==> src/rtl/s_axi_write_if.sv <==
// AXI4-Lite write-channel bundle (AW, W, B) between a register-file master and
// the s_axi_write responder.
interface s_axi_write_if #(
   parameter int ADDR_WIDTH = 16,
   parameter int DATA_WIDTH = 32
);
   logic [ADDR_WIDTH-1:0]   S_AXI_AWADDR;
   logic                    S_AXI_AWVALID;
   logic                    S_AXI_AWREADY;
   logic [DATA_WIDTH-1:0]   S_AXI_WDATA;
   logic [DATA_WIDTH/8-1:0] S_AXI_WSTRB;
   logic                    S_AXI_WVALID;
   logic                    S_AXI_WREADY;
   logic [1:0]              S_AXI_BRESP;
   logic                    S_AXI_BVALID;
   logic                    S_AXI_BREADY;

   modport master (
      output S_AXI_AWADDR, S_AXI_AWVALID, S_AXI_WDATA, S_AXI_WSTRB, S_AXI_WVALID, S_AXI_BREADY,
      input  S_AXI_AWREADY, S_AXI_WREADY, S_AXI_BRESP, S_AXI_BVALID
   );

   modport slave (
      input  S_AXI_AWADDR, S_AXI_AWVALID, S_AXI_WDATA, S_AXI_WSTRB, S_AXI_WVALID, S_AXI_BREADY,
      output S_AXI_AWREADY, S_AXI_WREADY, S_AXI_BRESP, S_AXI_BVALID
   );
endinterface

==> src/rtl/s_axi_write.sv <==
// AXI4-Lite write responder for the DFX sequencer register file: captures AW/W in
// either order, writes bank0 control or a bank1 slot field, then returns BRESP.
module s_axi_write #(
   parameter int ADDR_WIDTH          = 16,
   parameter int DATA_WIDTH          = 32,
   parameter int BANK1_INDEX_WIDTH   = 2,
   parameter int BANK1_SIZE_WIDTH    = 26,
   parameter int BANK1_STATUS_WIDTH  = 2,
   parameter int BANK0_CONTROL_WIDTH = 4
) (
   input  logic                           clk,
   input  logic                           reset,
   s_axi_write_if.slave                   s_axi,
   output logic [BANK1_INDEX_WIDTH-1:0]   ext_bank1_in_index,
   output logic [2:0]                     ext_bank1_in_sel,
   output logic [31:0]                    ext_bank1_in_data,
   output logic                           ext_bank1_in_req,
   input  logic                           ext_bank1_in_ready,
   output logic [BANK0_CONTROL_WIDTH-1:0] ext_bank0_in_control,
   output logic                           ext_bank0_in_control_valid,
   input  logic                           ext_bank0_out_busy
);
   localparam logic [1:0] RESP_OKAY   = 2'b00;
   localparam logic [1:0] RESP_SLVERR = 2'b10;

   typedef enum logic [2:0] {
      IDLE    = 3'd0,
      WAIT_W  = 3'd1,
      WAIT_AW = 3'd2,
      EXEC    = 3'd3,
      RESP    = 3'd4
   } state_t;

   // Bank1 keeps only the low field-width bits of the 32-bit data word.
   if (BANK1_SIZE_WIDTH > 32 || BANK1_STATUS_WIDTH > 32) begin : g_bad_field_width
      $error("bank1 field wider than the 32-bit data path");
   end

   state_t                  r_state;
   logic [ADDR_WIDTH-1:0]   r_awaddr;
   logic [DATA_WIDTH-1:0]   r_wdata;
   logic [DATA_WIDTH/8-1:0] r_wstrb;
   logic                    r_bvalid;
   logic [1:0]              r_bresp;
   logic                    r_issued;

   logic w_aw_hs, w_w_hs;
   logic w_strb_ok, w_ctrl_hit, w_bank1_ok, w_bank1_go, w_unused;

   assign w_aw_hs = !reset && s_axi.S_AXI_AWVALID && (r_state == IDLE || r_state == WAIT_AW);
   assign w_w_hs  = !reset && s_axi.S_AXI_WVALID  && (r_state == IDLE || r_state == WAIT_W);

   assign s_axi.S_AXI_AWREADY = w_aw_hs;
   assign s_axi.S_AXI_WREADY  = w_w_hs;
   assign s_axi.S_AXI_BVALID  = r_bvalid;
   assign s_axi.S_AXI_BRESP   = r_bresp;

   assign w_strb_ok  = &r_wstrb;
   assign w_ctrl_hit = w_strb_ok && r_awaddr[15:14] == 2'b00 && r_awaddr[13:6] == 8'h01;
   assign w_bank1_ok = w_strb_ok && r_awaddr[15:14] == 2'b01 && r_awaddr[5:2] <= 4'd4;
   // Busy only vetoes the first EXEC cycle; an issued request rides it out.
   assign w_bank1_go = w_bank1_ok && (r_issued || !ext_bank0_out_busy);

   assign ext_bank1_in_req           = (r_state == EXEC) && w_bank1_go;
   assign ext_bank0_in_control_valid = (r_state == EXEC) && w_ctrl_hit;
   assign ext_bank1_in_index         = r_awaddr[6 +: BANK1_INDEX_WIDTH];
   assign ext_bank1_in_sel           = r_awaddr[4:2];
   assign ext_bank1_in_data          = r_wdata[31:0];
   assign ext_bank0_in_control       = r_wdata[BANK0_CONTROL_WIDTH-1:0];

   assign w_unused = &{1'b0, r_awaddr[1:0]};

   always_ff @(posedge clk or posedge reset) begin
      if (reset) begin
         r_state  <= IDLE;
         r_awaddr <= '0;
         r_wdata  <= '0;
         r_wstrb  <= '0;
         r_bvalid <= 1'b0;
         r_bresp  <= RESP_OKAY;
         r_issued <= 1'b0;
      end else begin
         // NOTE: non-blocking throughout so every branch sees pre-edge state.
         if (w_aw_hs) r_awaddr <= s_axi.S_AXI_AWADDR;
         if (w_w_hs) begin
            r_wdata <= s_axi.S_AXI_WDATA;
            r_wstrb <= s_axi.S_AXI_WSTRB;
         end
         case (r_state)
            IDLE: begin
               if (w_aw_hs && w_w_hs) r_state <= EXEC;
               else if (w_aw_hs)      r_state <= WAIT_W;
               else if (w_w_hs)       r_state <= WAIT_AW;
            end
            WAIT_W:  if (w_w_hs)  r_state <= EXEC;
            WAIT_AW: if (w_aw_hs) r_state <= EXEC;
            EXEC: begin
               if (ext_bank1_in_req) begin
                  if (ext_bank1_in_ready) begin
                     r_bresp  <= RESP_OKAY;
                     r_bvalid <= 1'b1;
                     r_issued <= 1'b0;
                     r_state  <= RESP;
                  end else begin
                     r_issued <= 1'b1;
                  end
               end else begin
                  r_bresp  <= w_ctrl_hit ? RESP_OKAY : RESP_SLVERR;
                  r_bvalid <= 1'b1;
                  r_issued <= 1'b0;
                  r_state  <= RESP;
               end
            end
            RESP: begin
               if (s_axi.S_AXI_BREADY) begin
                  r_bvalid <= 1'b0;
                  r_state  <= IDLE;
               end
            end
            default: begin
               r_bvalid <= 1'b0;
               r_issued <= 1'b0;
               r_state  <= IDLE;
            end
         endcase
      end
   end
endmodule

==> src/flat_wrapper.sv <==
// flat-port wrapper written by rule: the top's interface ports become plain ports
module s_axi_write_flat 
#(
   parameter int ADDR_WIDTH          = 16,
   parameter int DATA_WIDTH          = 32,
   parameter int BANK1_INDEX_WIDTH   = 2,
   parameter int BANK1_SIZE_WIDTH    = 26,
   parameter int BANK1_STATUS_WIDTH  = 2,
   parameter int BANK0_CONTROL_WIDTH = 4
)
  (clk, reset, ext_bank1_in_index, ext_bank1_in_sel, ext_bank1_in_data, ext_bank1_in_req, ext_bank1_in_ready, ext_bank0_in_control, ext_bank0_in_control_valid, ext_bank0_out_busy, s_axi_S_AXI_AWADDR, s_axi_S_AXI_AWVALID, s_axi_S_AXI_WDATA, s_axi_S_AXI_WSTRB, s_axi_S_AXI_WVALID, s_axi_S_AXI_BREADY, s_axi_S_AXI_AWREADY, s_axi_S_AXI_WREADY, s_axi_S_AXI_BRESP, s_axi_S_AXI_BVALID);
  s_axi_write_if #(.ADDR_WIDTH(ADDR_WIDTH), .DATA_WIDTH(DATA_WIDTH)) s_axi_i ();
  input  logic clk;
  input  logic reset;
  output logic [BANK1_INDEX_WIDTH-1:0] ext_bank1_in_index;
  output logic [2:0] ext_bank1_in_sel;
  output logic [31:0] ext_bank1_in_data;
  output logic ext_bank1_in_req;
  input  logic ext_bank1_in_ready;
  output logic [BANK0_CONTROL_WIDTH-1:0] ext_bank0_in_control;
  output logic ext_bank0_in_control_valid;
  input  logic ext_bank0_out_busy;
  input wire logic [$bits(s_axi_i.S_AXI_AWADDR)-1:0] s_axi_S_AXI_AWADDR;
  input wire logic [$bits(s_axi_i.S_AXI_AWVALID)-1:0] s_axi_S_AXI_AWVALID;
  input wire logic [$bits(s_axi_i.S_AXI_WDATA)-1:0] s_axi_S_AXI_WDATA;
  input wire logic [$bits(s_axi_i.S_AXI_WSTRB)-1:0] s_axi_S_AXI_WSTRB;
  input wire logic [$bits(s_axi_i.S_AXI_WVALID)-1:0] s_axi_S_AXI_WVALID;
  input wire logic [$bits(s_axi_i.S_AXI_BREADY)-1:0] s_axi_S_AXI_BREADY;
  output wire logic [$bits(s_axi_i.S_AXI_AWREADY)-1:0] s_axi_S_AXI_AWREADY;
  output wire logic [$bits(s_axi_i.S_AXI_WREADY)-1:0] s_axi_S_AXI_WREADY;
  output wire logic [$bits(s_axi_i.S_AXI_BRESP)-1:0] s_axi_S_AXI_BRESP;
  output wire logic [$bits(s_axi_i.S_AXI_BVALID)-1:0] s_axi_S_AXI_BVALID;
  assign s_axi_i.S_AXI_AWADDR = s_axi_S_AXI_AWADDR;
  assign s_axi_i.S_AXI_AWVALID = s_axi_S_AXI_AWVALID;
  assign s_axi_i.S_AXI_WDATA = s_axi_S_AXI_WDATA;
  assign s_axi_i.S_AXI_WSTRB = s_axi_S_AXI_WSTRB;
  assign s_axi_i.S_AXI_WVALID = s_axi_S_AXI_WVALID;
  assign s_axi_i.S_AXI_BREADY = s_axi_S_AXI_BREADY;
  assign s_axi_S_AXI_AWREADY = s_axi_i.S_AXI_AWREADY;
  assign s_axi_S_AXI_WREADY = s_axi_i.S_AXI_WREADY;
  assign s_axi_S_AXI_BRESP = s_axi_i.S_AXI_BRESP;
  assign s_axi_S_AXI_BVALID = s_axi_i.S_AXI_BVALID;
  s_axi_write #(.ADDR_WIDTH(ADDR_WIDTH), .DATA_WIDTH(DATA_WIDTH), .BANK1_INDEX_WIDTH(BANK1_INDEX_WIDTH), .BANK1_SIZE_WIDTH(BANK1_SIZE_WIDTH), .BANK1_STATUS_WIDTH(BANK1_STATUS_WIDTH), .BANK0_CONTROL_WIDTH(BANK0_CONTROL_WIDTH)) u_core (.clk(clk), .reset(reset), .s_axi(s_axi_i), .ext_bank1_in_index(ext_bank1_in_index), .ext_bank1_in_sel(ext_bank1_in_sel), .ext_bank1_in_data(ext_bank1_in_data), .ext_bank1_in_req(ext_bank1_in_req), .ext_bank1_in_ready(ext_bank1_in_ready), .ext_bank0_in_control(ext_bank0_in_control), .ext_bank0_in_control_valid(ext_bank0_in_control_valid), .ext_bank0_out_busy(ext_bank0_out_busy));
endmodule
==> config.mk <==
export PLATFORM = sky130hd
export DESIGN_NAME = s_axi_write_flat
export DESIGN_NICKNAME = d
export VERILOG_FILES = /design/src/rtl/s_axi_write_if.sv /design/src/rtl/s_axi_write.sv /design/src/flat_wrapper.sv
export SDC_FILE = /design/constraint.sdc
export NUM_CORES = 1
export LEC_CHECK = 0
export ABC_CLOCK_PERIOD_IN_PS = 8100
export BUFFER_PORTS_ARGS = -buffer_cell sky130_fd_sc_hd__buf_2
export CORE_ASPECT_RATIO = 1.75
export CORE_UTILIZATION = 45
export CTS_CLUSTER_DIAMETER = 150
export DETAILED_ROUTE_END_ITERATION = 6
export PLACE_DENSITY = 0.78
export REMOVE_ABC_BUFFERS = 1
export SLEW_MARGIN = 20
export SYNTH_ARGS = -nofsm -noshare
export SYNTH_HDL_FRONTEND = slang
export SYNTH_SLANG_ARGS = --single-unit
export TNS_END_PERCENT = 5
==> constraint.sdc <==
create_clock -name clk -period 8.1 [get_ports clk]
set_clock_uncertainty 0.1 [all_clocks]
set_input_delay 2.025 -clock clk [delete_from_list [all_inputs] [get_ports clk]]
set_output_delay 2.025 -clock clk [all_outputs]
set_load 0.01 [all_outputs]
-- Word-level counts from Yosys, hierarchy flattened
Index checks and enable logic that the tools add are counted.
- output and inout bits: 48
- logic and storage cells: 65
- register bits after elaboration: 59
- bits of input ports: 59
- reductions and logical operators: 25
- magnitude comparators: 1
- eq/ne operators: 12
- bitwise logic cells: 1
- multiplexer cells: 19
- operator list (operator ; count):
    $mux W3 ; 8
    $pmux W3 S5 ; 1
    $logic_and A1 B1 Y1 ; 12
    $eq A8 B1 Y1 const B ; 1
    $eq A3 B2 Y1 const B ; 2
    $mux W2 ; 3
    $ne A2 B1 Y1 const B ; 3
    $mux W1 ; 5
    $reduce_and A5 Y1 ; 1
    $le A4 B3 Y1 const B ; 1
    $ne A4 B2 Y1 const B ; 1
    $reduce_and A4 Y1 ; 1
    $reduce_or A4 Y1 ; 1
    $eq A3 B1 Y1 const B ; 1
    $eq A3 B3 Y1 const B ; 1
    $logic_not A3 Y1 ; 1
    $logic_or A1 B1 Y1 ; 3
    $ne A3 B3 Y1 const B ; 1
    $pmux W1 S3 ; 1
    $reduce_and A3 Y1 ; 1
    $reduce_or A3 Y1 ; 1
    $eq A2 B1 Y1 const B ; 1
    $logic_not A1 Y1 ; 2
    $logic_not A2 Y1 ; 1
    other kinds (4) ; 4

-- Depth between registers and ports, before layout
Gate-level depths: netlist (run 1).
- depth in word-level cells: 7
- depth in mapped cells: 5
- gate-level depth less buffers: 4

-- Worst setup path after synthesis (run 1)
OpenSTA, ideal clock, no wires.
- kind: input-to-output
- from: in reset
- to: out s_axi_S_AXI_AWREADY
- setup slack: 2060 ps
- required time: 5975 ps
- data arrival time: 3915 ps
- stages: 4
- buffers on the path: 2
- cells stage by stage: inv_1 > and3_1 > buf_2 > buf_2
- longest elaborated chain between the ends: 3
- RTL lines (item ; RTL line ; source):
    from (decl) ; flat_wrapper.sv:14 ; input logic reset;
    $logic_not A1 Y1 ; s_axi_write.sv:50 ; assign w_aw_hs = !reset && s_axi.S_AXI_AWVALID && (r_state == IDLE || r_state == WAIT_AW);
    $logic_and A1 B1 Y1 (2 in series) ; s_axi_write.sv:50 ;
    to (decl) ; flat_wrapper.sv:29 ; output wire logic [$bits(s_axi_i.S_AXI_AWREADY)-1:0] s_axi_S_AXI_AWREADY;
Every way passes these cells.

-- Worst setup path after layout (run 1)
- from: in reset
- to: out s_axi_S_AXI_WREADY
- longest elaborated chain between the ends: 3
- RTL lines (item ; RTL line ; source):
    $logic_not A1 Y1 ; s_axi_write.sv:51 ; assign w_w_hs = !reset && s_axi.S_AXI_WVALID && (r_state == IDLE || r_state == WAIT_W);
    $logic_and A1 B1 Y1 (2 in series) ; s_axi_write.sv:51 ;
    to (decl) ; flat_wrapper.sv:30 ; output wire logic [$bits(s_axi_i.S_AXI_WREADY)-1:0] s_axi_S_AXI_WREADY;
Every way passes these cells.

==> results of run 1 <==
[logic make-up (layout without fill, tap and decap cells)]
logic type             Yosys count  count (layout)
AND/OR/NAND/NOR                 21              21
flip-flops                      56              56
multiplexers                    50              50
buffers and inverters           19             115
other                            1               1
AO/OA/AOI/OAI                   11              11
[critical path: stages]
cell and delay [ps]:
sky130_fd_sc_hd__buf_2 110, sky130_fd_sc_hd__nor4b_2 220, sky130_fd_sc_hd__buf_4 440, sky130_fd_sc_hd__buf_2 220
[per-stage QoR]
step | cell area (µm²) | total power [mW]
after floorplan | 2177 | 0.7439
after global placement | 2781 | 0.8944
after detailed placement | 2781 | 0.9106
after CTS | 2903 | 1.100
after global routing | 2903 | 1.158
final | 2903 | 1.083
[where the power goes]
group / internal, mW / leakage (nW) / switching [mW]
registers: 0.419 / 0.666 / 0.0785
logic: 0.220 / 0.681 / 0.178
clock network: 0.101 / 0.0614 / 0.0864
[cell usage in the layout (no fill, tap or decap), drive strengths merged]
cell type | netlist | layout
a21oi | 2 | 2
a311oi | 1 | 1
a31o | 1 | 1
a32o | 1 | 1
and3 | 2 | 2
buf | 16 | 105
bufinv | 0 | 1
clkbuf | 1 | 6
clkinv | 0 | 1
conb | 1 | 1
dfrtp | 56 | 56
inv | 2 | 2
mux2 | 50 | 50
nand2 | 3 | 3
nand2b | 1 | 1
nand3 | 2 | 2
nand4b | 2 | 2
nor2 | 3 | 3
nor3 | 2 | 2
nor4b | 3 | 3
o21ai | 4 | 4
o31ai | 2 | 2
or2 | 1 | 1
or3 | 1 | 1
or3b | 1 | 1
[layer usage]
| metal | wire [µm] | share of wire [%] | up-vias |
|---|---|---|---|
| li1 | - | - | 737 |
| met1 | 1563 | 37 | 768 |
| met2 | 2362 | 56 | 56 |
| met3 | 236 | 5.6 | 8 |
| met4 | 89 | 2.1 | 0 |
| met5 | 0 | 0 | - |
[flip-flops by register name, indices dropped and copies added, names as in the netlist]
| signal | cells |
|---|---|
| u_core.s_axi.S_AXI_BRESP | 1 |
| u_core.r_wstrb | 4 |
| u_core.s_axi.S_AXI_BVALID | 1 |
| u_core.r_awaddr | 14 |
| u_core.ext_bank1_in_data | 32 |
| u_core.r_issued | 1 |
| u_core.r_state | 3 |
[worst paths after layout]
kind	slack, ps	end	from	cells past startpoint
worst max-delay path	2950	s_axi_S_AXI_WREADY	reset	4
worst min-delay path	410	u_core.s_axi.S_AXI_BRESP[1]$_DFFE_PP0P_	u_core.s_axi.S_AXI_BRESP[1]$_DFFE_PP0P_	1
worst max register to register	6250	u_core.ext_bank1_in_data[0]$_DFFE_PP0P_	u_core.r_state[1]$_DFFE_PP0P_	3
worst min register to register	410	u_core.s_axi.S_AXI_BRESP[1]$_DFFE_PP0P_	u_core.s_axi.S_AXI_BRESP[1]$_DFFE_PP0P_	1
max in group asynchronous	5590	u_core.ext_bank1_in_data[2]$_DFFE_PP0P_	reset	3
min in group asynchronous	1840	u_core.r_state[1]$_DFFE_PP0P_	reset	3
[cell type report]
class | count | area share [%]
repair buffers | 105 | 18.28
flip-flops and latches | 56 | 48.28
well taps | 54 | 2.328
multi-input cells | 83 | 26.68
inverters | 2 | 0.2586
clock buffers | 6 | 2.845
clock inverters | 2 | 1.336
==> results, run 1 <==
- The fill cell instance count of the final layout is 429.
- Summed over all cells, the static leakage comes to 1.409 nW.
- After detailed placement, the design holds a cell count of 300.
- After synthesis, the largest family of logic cells by area is multiplexers.
- By area the synthesized netlist is led by sky130_fd_sc_hd__dfrtp_1, sky130_fd_sc_hd__mux2_2, sky130_fd_sc_hd__buf_4.
- The number of input and output port buffers inserted is 103.
- The core region is 0.004935 mm².
- The power per standard cell area is 373.0 mW/mm².
- The count of H-tree levels built during CTS is 2.
- The adder-cell area share of the yosys netlist is 0%.
- During synthesis, Yosys emitted a total of 0 warnings.
- After synthesis, the netlist uses 25 different library cells.
- The total negative slack is 0 ps.
- STA classifies the critical path startpoint as a primary input.
- The run finished with clean final reports.
- Across all layers, the routed design uses 1569 vias.
- The area used by multi-input combinational logic is 774.5 µm².
- The half-perimeter wire length after detailed placement is 3210 µm.
- The die covers 0.005428 mm².
- The max capacitance violation total is 0.
- The total number of nets in the final design is 312.
- The global routing met1 resource utilization is 18.42%.
- The initial antenna violation count came to 0.
- Sorting the synthesized cells by how often they occur yields sky130_fd_sc_hd__dfrtp_1, sky130_fd_sc_hd__mux2_2, sky130_fd_sc_hd__buf_4, sky130_fd_sc_hd__o21ai_0.
- The worst-case IR drop observed on VDD is 0.2379 mV.
- The data arrival time at the worst-slack endpoint is 3030 ps.
- The die is 96.72 µm tall.
- The first-pass GRT wire length is 7362 µm.
- The synthesized design contains 0 enable-type register cells.
- After clock tree synthesis, the setup repair step added 0 buffers.
- The total overflow left after global routing is 0.
- Global routing used 31.78% of the available met2 tracks.
- The count of state elements after synthesis is 56.
- The worst hold path belongs to the class flip-flop to flip-flop.
- The DRC violation total after the first TritonRoute iteration is 50.
- The cell area after technology mapping is 0.002307 mm².
- sky130_fd_sc_hd__dfrtp_1 takes more of the synthesized area than any other cell.
- The count of cells in the finished layout, fillers not included, comes to 308.
- The most instantiated library cell after synthesis is sky130_fd_sc_hd__dfrtp_1.
- Averaged over all synthesized cells, the footprint is 14.60 µm².
- The smallest hold slack is 407.0 ps.
- 107 I/O pins were placed.
- The final core area utilization is 58.82%.
- The pin count of the biggest net entering global routing is 58.
- Synthesis produced a netlist whose cell count is 158.
- The clock reaches the later pin of the worst-skew pair after 300 ps.
- The all-layer global routing usage is 17.18%.
- The number of antenna diodes in the final layout is 0.
- The fraction of layout instances using a drive strength above 1 is 66.14%.
- The smallest setup slack after layout is 2949 ps.
- The sequential cell area fraction in the yosys report is 60.74%.
- The via density per instance is 5.094.
- The prevailing post-synth register cell is sky130_fd_sc_hd__dfrtp_1.
- The number of gates resized after CTS is 0.
- The CTS root buffer is sky130_fd_sc_hd__clkbuf_8.
- The number of clock buffers inserted by TritonCTS is 5.
- The routed wire length is 4251 µm.
- The clock passes through at most 2 buffers.
- The number of hold violations in the final report came to 0.
- The congestion estimate from routability-driven global placement came to 0.7968.
- The top-area cell type share of the netlist area is 60.74%.
- The worst-margin pin slew is 695.9 ps.
- By startpoint and endpoint, the worst setup path is classified as primary input to output pin.
- Measured along the x axis, the die boundary spans 56.13 µm.
- The clock-pin slew reported for the worst setup and hold paths after clock tree synthesis is 90 ps.
- The row count is 34.
- The area occupied by registers is 0.001401 mm².
- Of the total synthesized cell area, the portion taken by AND, OR, NAND and NOR gates is 5.586%.
- The final-report max-slew violation count is 0.
- Setup repair after global routing left no endpoint under its margin.
- The area growth from synthesis to layout is 25.81%.
- Derived from the worst setup path, the maximum achievable clock frequency is 194.1 MHz.
- The post-layout minimum cycle time is 5151 ps.
- The routing layer with the top usage in global route is met2.
- The fraction of met3 tracks used by global routing is 4.011%.
- The clock drives 56 sinks.
- The worst-case headroom to the max-slew limit is 53.61%.
- The pre-CTS worst setup slack is 2918 ps.
- After detailed routing, the average wire length per cell comes to 13.80 µm.
- Of all nets on the critical path, the largest fanout is 37.
- Multiplexer cells account for 24.40% of the synthesized area.
- The share of the clock period used by the worst path is 63.60%.
- The worst setup path is captured at an output pin.
- The TritonCTS clock tree is done.
- The via count of the first global-routing pass is 1680.
- Data on the critical path is required at its endpoint by 5980 ps.
- The xor/xnor cell area share of the yosys netlist is 0%.
- The DRC violation count after routing is 0.
- The length of the first detailed-routing pass in iterations is 4.
- Once detail routing completed, the nets flagged for antenna violations numbered 0.
- Counting flops with an async set or reset pin after synthesis yields a share of 100.0%.
- The synthesized netlist devotes 3.145% of its cell area to compound gates.
- After clock tree synthesis, the flow added hold-fix buffers numbering 0.
- The starting utilization of the core area is 46.75%.
- The setup violation total in the final timing report is 0.
Power figures use the tool's default switching activity.
==> run 2: changes to the inputs <==
--- a/config.mk
+++ b/config.mk
@@ -5,7 +5,7 @@
 export SDC_FILE = /design/constraint.sdc
 export NUM_CORES = 1
 export LEC_CHECK = 0
-export ABC_CLOCK_PERIOD_IN_PS = 8100
+export ABC_CLOCK_PERIOD_IN_PS = 5300
 export BUFFER_PORTS_ARGS = -buffer_cell sky130_fd_sc_hd__buf_2
 export CORE_ASPECT_RATIO = 1.75
 export CORE_UTILIZATION = 45
==> constraint.sdc (replaced) <==
create_clock -name clk -period 5.3 [get_ports clk]
set_clock_uncertainty 0.1 [all_clocks]
set_input_delay 1.325 -clock clk [delete_from_list [all_inputs] [get_ports clk]]
set_output_delay 1.325 -clock clk [all_outputs]
set_load 0.01 [all_outputs]
==> results, run 2 (same netlist as run 1, synthesis figures left out) <==
- Top library cells by usage in the layout, fill and taps aside: sky130_fd_sc_hd__buf_2, sky130_fd_sc_hd__dfrtp_1, sky130_fd_sc_hd__mux2_2 (unchanged).
- The leakage component of the power came to 1.387 nW (was 1.409 nW).
- The clock latency of the later-clocked register in the worst-skew pair came to 300 ps (about the same).
- The routed wire length per instance is 14.04 µm (was 13.80 µm).
- The number of clock buffers inserted by TritonCTS is 5 (unchanged).
- The smallest setup slack after layout came to 1558 ps (was 2949 ps).
- The I/O pin count is 107 (unchanged).
- The fill cell instance count of the final layout came to 437 (was 429).
- The routed wire length is 4311 µm (was 4251 µm).
- The starting utilization of the core area is 46.75% (unchanged).
- The TritonCTS clock tree is done (unchanged).
- The number of gates resized after CTS came to 0 (unchanged).
- The number of flip-flops in the largest register is 32 (unchanged).
- The overall die height came to 96.72 µm (unchanged).
- The maximum operating frequency is 267.3 MHz.
- The class of the tightest hold or removal check is flip-flop to flip-flop (unchanged).
- The initial antenna violation count is 0 (unchanged).
- The clock net sink count is 56 (unchanged).
- The DRC violation total after the first TritonRoute iteration is 56 (was 50).
- The pre-CTS worst setup slack is 1526 ps (was 2918 ps).
- The via density per instance came to 5.078 (was 5.094).
- The total negative slack is 0 ps (unchanged).
- The critical path endpoint category is an output pin (unchanged).
- The routing layer with the top usage in global route is met2 (unchanged).
- The area occupied by registers is 0.001401 mm² (unchanged).
- The first-pass GRT wire length is 7065 µm (was 7362 µm).
- The all-layer global routing usage is 16.51% (was 17.18%).
- The half-perimeter wire length after detailed placement is 3229 µm (was 3210 µm).
- The via count of the first global-routing pass is 1641 (was 1680).
- The row count is 34 (unchanged).
- The CTS root buffer is sky130_fd_sc_hd__clkbuf_8 (unchanged).
- The worst-margin pin slew is 686.4 ps (was 695.9 ps).
- The count of antenna-violating nets left after detailed routing is 0 (unchanged).
- The length of the first detailed-routing pass in iterations is 4 (unchanged).
- The kind of start point of the critical path is a primary input (unchanged).
- Run status: finished, final reports clean (unchanged).
- The total congestion overflow after global routing was 0 (unchanged).
- The width of the die was 56.13 µm (unchanged).
- The power per standard cell area is 555.1 mW/mm² (was 373.0 mW/mm²).
- The critical path required time is 3880 ps (was 5980 ps).
- The pin count of the biggest net entering global routing is 58 (unchanged).
- The worst-path maximum fanout came to 16 (was 37).
- The maximum vdd ir drop was 0.3109 mV (was 0.2379 mV).
- The area used by multi-input combinational logic is 774.5 µm² (unchanged).
- The met2 global-route usage came to 31.14% (was 31.78%).
- The post-cts hold buffer count was 0 (unchanged).
- The worst-case headroom to the max-slew limit was 54.24% (was 53.61%).
- The data arrival time at the worst-slack endpoint came to 2320 ps (was 3030 ps).
- The final weighted congestion in routability-driven placement came to 0.8007 (was 0.7968).
- The share of the clock period used by the worst path is 70.60%.
- The number of buffers on the longest clock path is 2 (unchanged).
- The number of diodes is 0 (unchanged).
- The worst path needs 3742 ps of the cycle, external delays included.
- The critical setup path kind is primary input to output pin (unchanged).
- The final-report max-slew violation count is 0 (unchanged).
- The most common library cell in the layout ignoring fill and taps is sky130_fd_sc_hd__buf_2 (unchanged).
- The fraction of layout instances using a drive strength above 1 is 66.01% (was 66.14%).
- The number of input and output port buffers inserted was 103 (unchanged).
- The max capacitance violation total is 0 (unchanged).
- The count of H-tree levels built during CTS was 2 (unchanged).
- The setup violation total in the final timing report is 0 (unchanged).
- The buffers inserted during post-CTS setup optimization came to 0 (unchanged).
- The clock-pin slew reported for the worst setup and hold paths after clock tree synthesis is 100 ps (was 90 ps).
- The area growth from synthesis to layout is 24.08% (was 25.81%).
- The floorplan die area is 0.005428 mm² (unchanged).
- The global routing met1 resource utilization is 16.97% (was 18.42%).
- The total core area was 0.004935 mm² (unchanged).
- The DRC violation count after routing is 0 (unchanged).
- The number of hold violations in the final report is 0 (unchanged).
- The total number of nets in the final design is 312 (unchanged).
- Unrepaired setup endpoints after global routing: no (unchanged).
- The total vias in the final route came to 1559 (was 1569).
- The smallest hold slack is 405.8 ps (was 407.0 ps).
- The fraction of met3 tracks used by global routing is 3.476% (was 4.011%).
==> run 2: cell types whose count changed in the layout (fill, tap and decap cells not counted), sizes merged <==
cell      before  now
clkinvlp       0    1
bufinv         1    0
clkbuf         6    5
==> run 2: per-stage QoR <==
step                      cell area, µm²  cells  util [%]  power [mW]
after floorplan                     2177    141         -       1.137
after global placement              2781    300     56.36       1.368
after detailed placement            2781    300     56.36       1.393
after CTS                           2863    307     58.01       1.614
after global routing                2863    307     58.01       1.701
final                               2863    307     58.01       1.589
==> run 2: layout make-up <==
cell class / count / share of cell area [%]
Clock buffer: 5 / 2.404
Clock inverter: 2 / 0.4371
Inverter: 2 / 0.2622
Multi-Input combinational cell: 83 / 27.05
Sequential cell: 56 / 48.95
Tap cell: 54 / 2.360
Timing Repair Buffer: 105 / 18.53
==> run 2: worst paths after layout <==
path,cells past startpoint,from,endpoint,slack [ps]
worst max-delay path,4,reset,s_axi_S_AXI_AWREADY,1560
worst min-delay path,1,u_core.s_axi.S_AXI_BRESP[1]$_DFFE_PP0P_,u_core.s_axi.S_AXI_BRESP[1]$_DFFE_PP0P_,410
worst max register to register,3,u_core.r_state[1]$_DFFE_PP0P_,u_core.ext_bank1_in_data[15]$_DFFE_PP0P_,3380
worst min register to register,1,u_core.s_axi.S_AXI_BRESP[1]$_DFFE_PP0P_,u_core.s_axi.S_AXI_BRESP[1]$_DFFE_PP0P_,410
max in group asynchronous,3,reset,u_core.ext_bank1_in_data[31]$_DFFE_PP0P_,3510
min in group asynchronous,3,reset,u_core.r_issued$_DFFE_PP0N_,1130
==> run 2: worst max-delay path, stage by stage <==
cell	delay, ps
sky130_fd_sc_hd__buf_2	110
sky130_fd_sc_hd__inv_2	50
sky130_fd_sc_hd__and3_1	580
sky130_fd_sc_hd__buf_2	250
==> run 2: routing by layer <==
metal	vias up	routed length [µm]	share of wire, %
met5	-	0	0
met4	0	51	1.2
met3	4	224	5.2
met2	58	2494	58
met1	764	1539	36
li1	733	-	-
==> run 2: where the power goes <==
group	leakage [nW]	internal [mW]	total, mW	switching (mW)
Combinational	0.681	0.335	0.609	0.273
Clock	0.0400	0.0898	0.218	0.128
Sequential	0.666	0.641	0.762	0.121
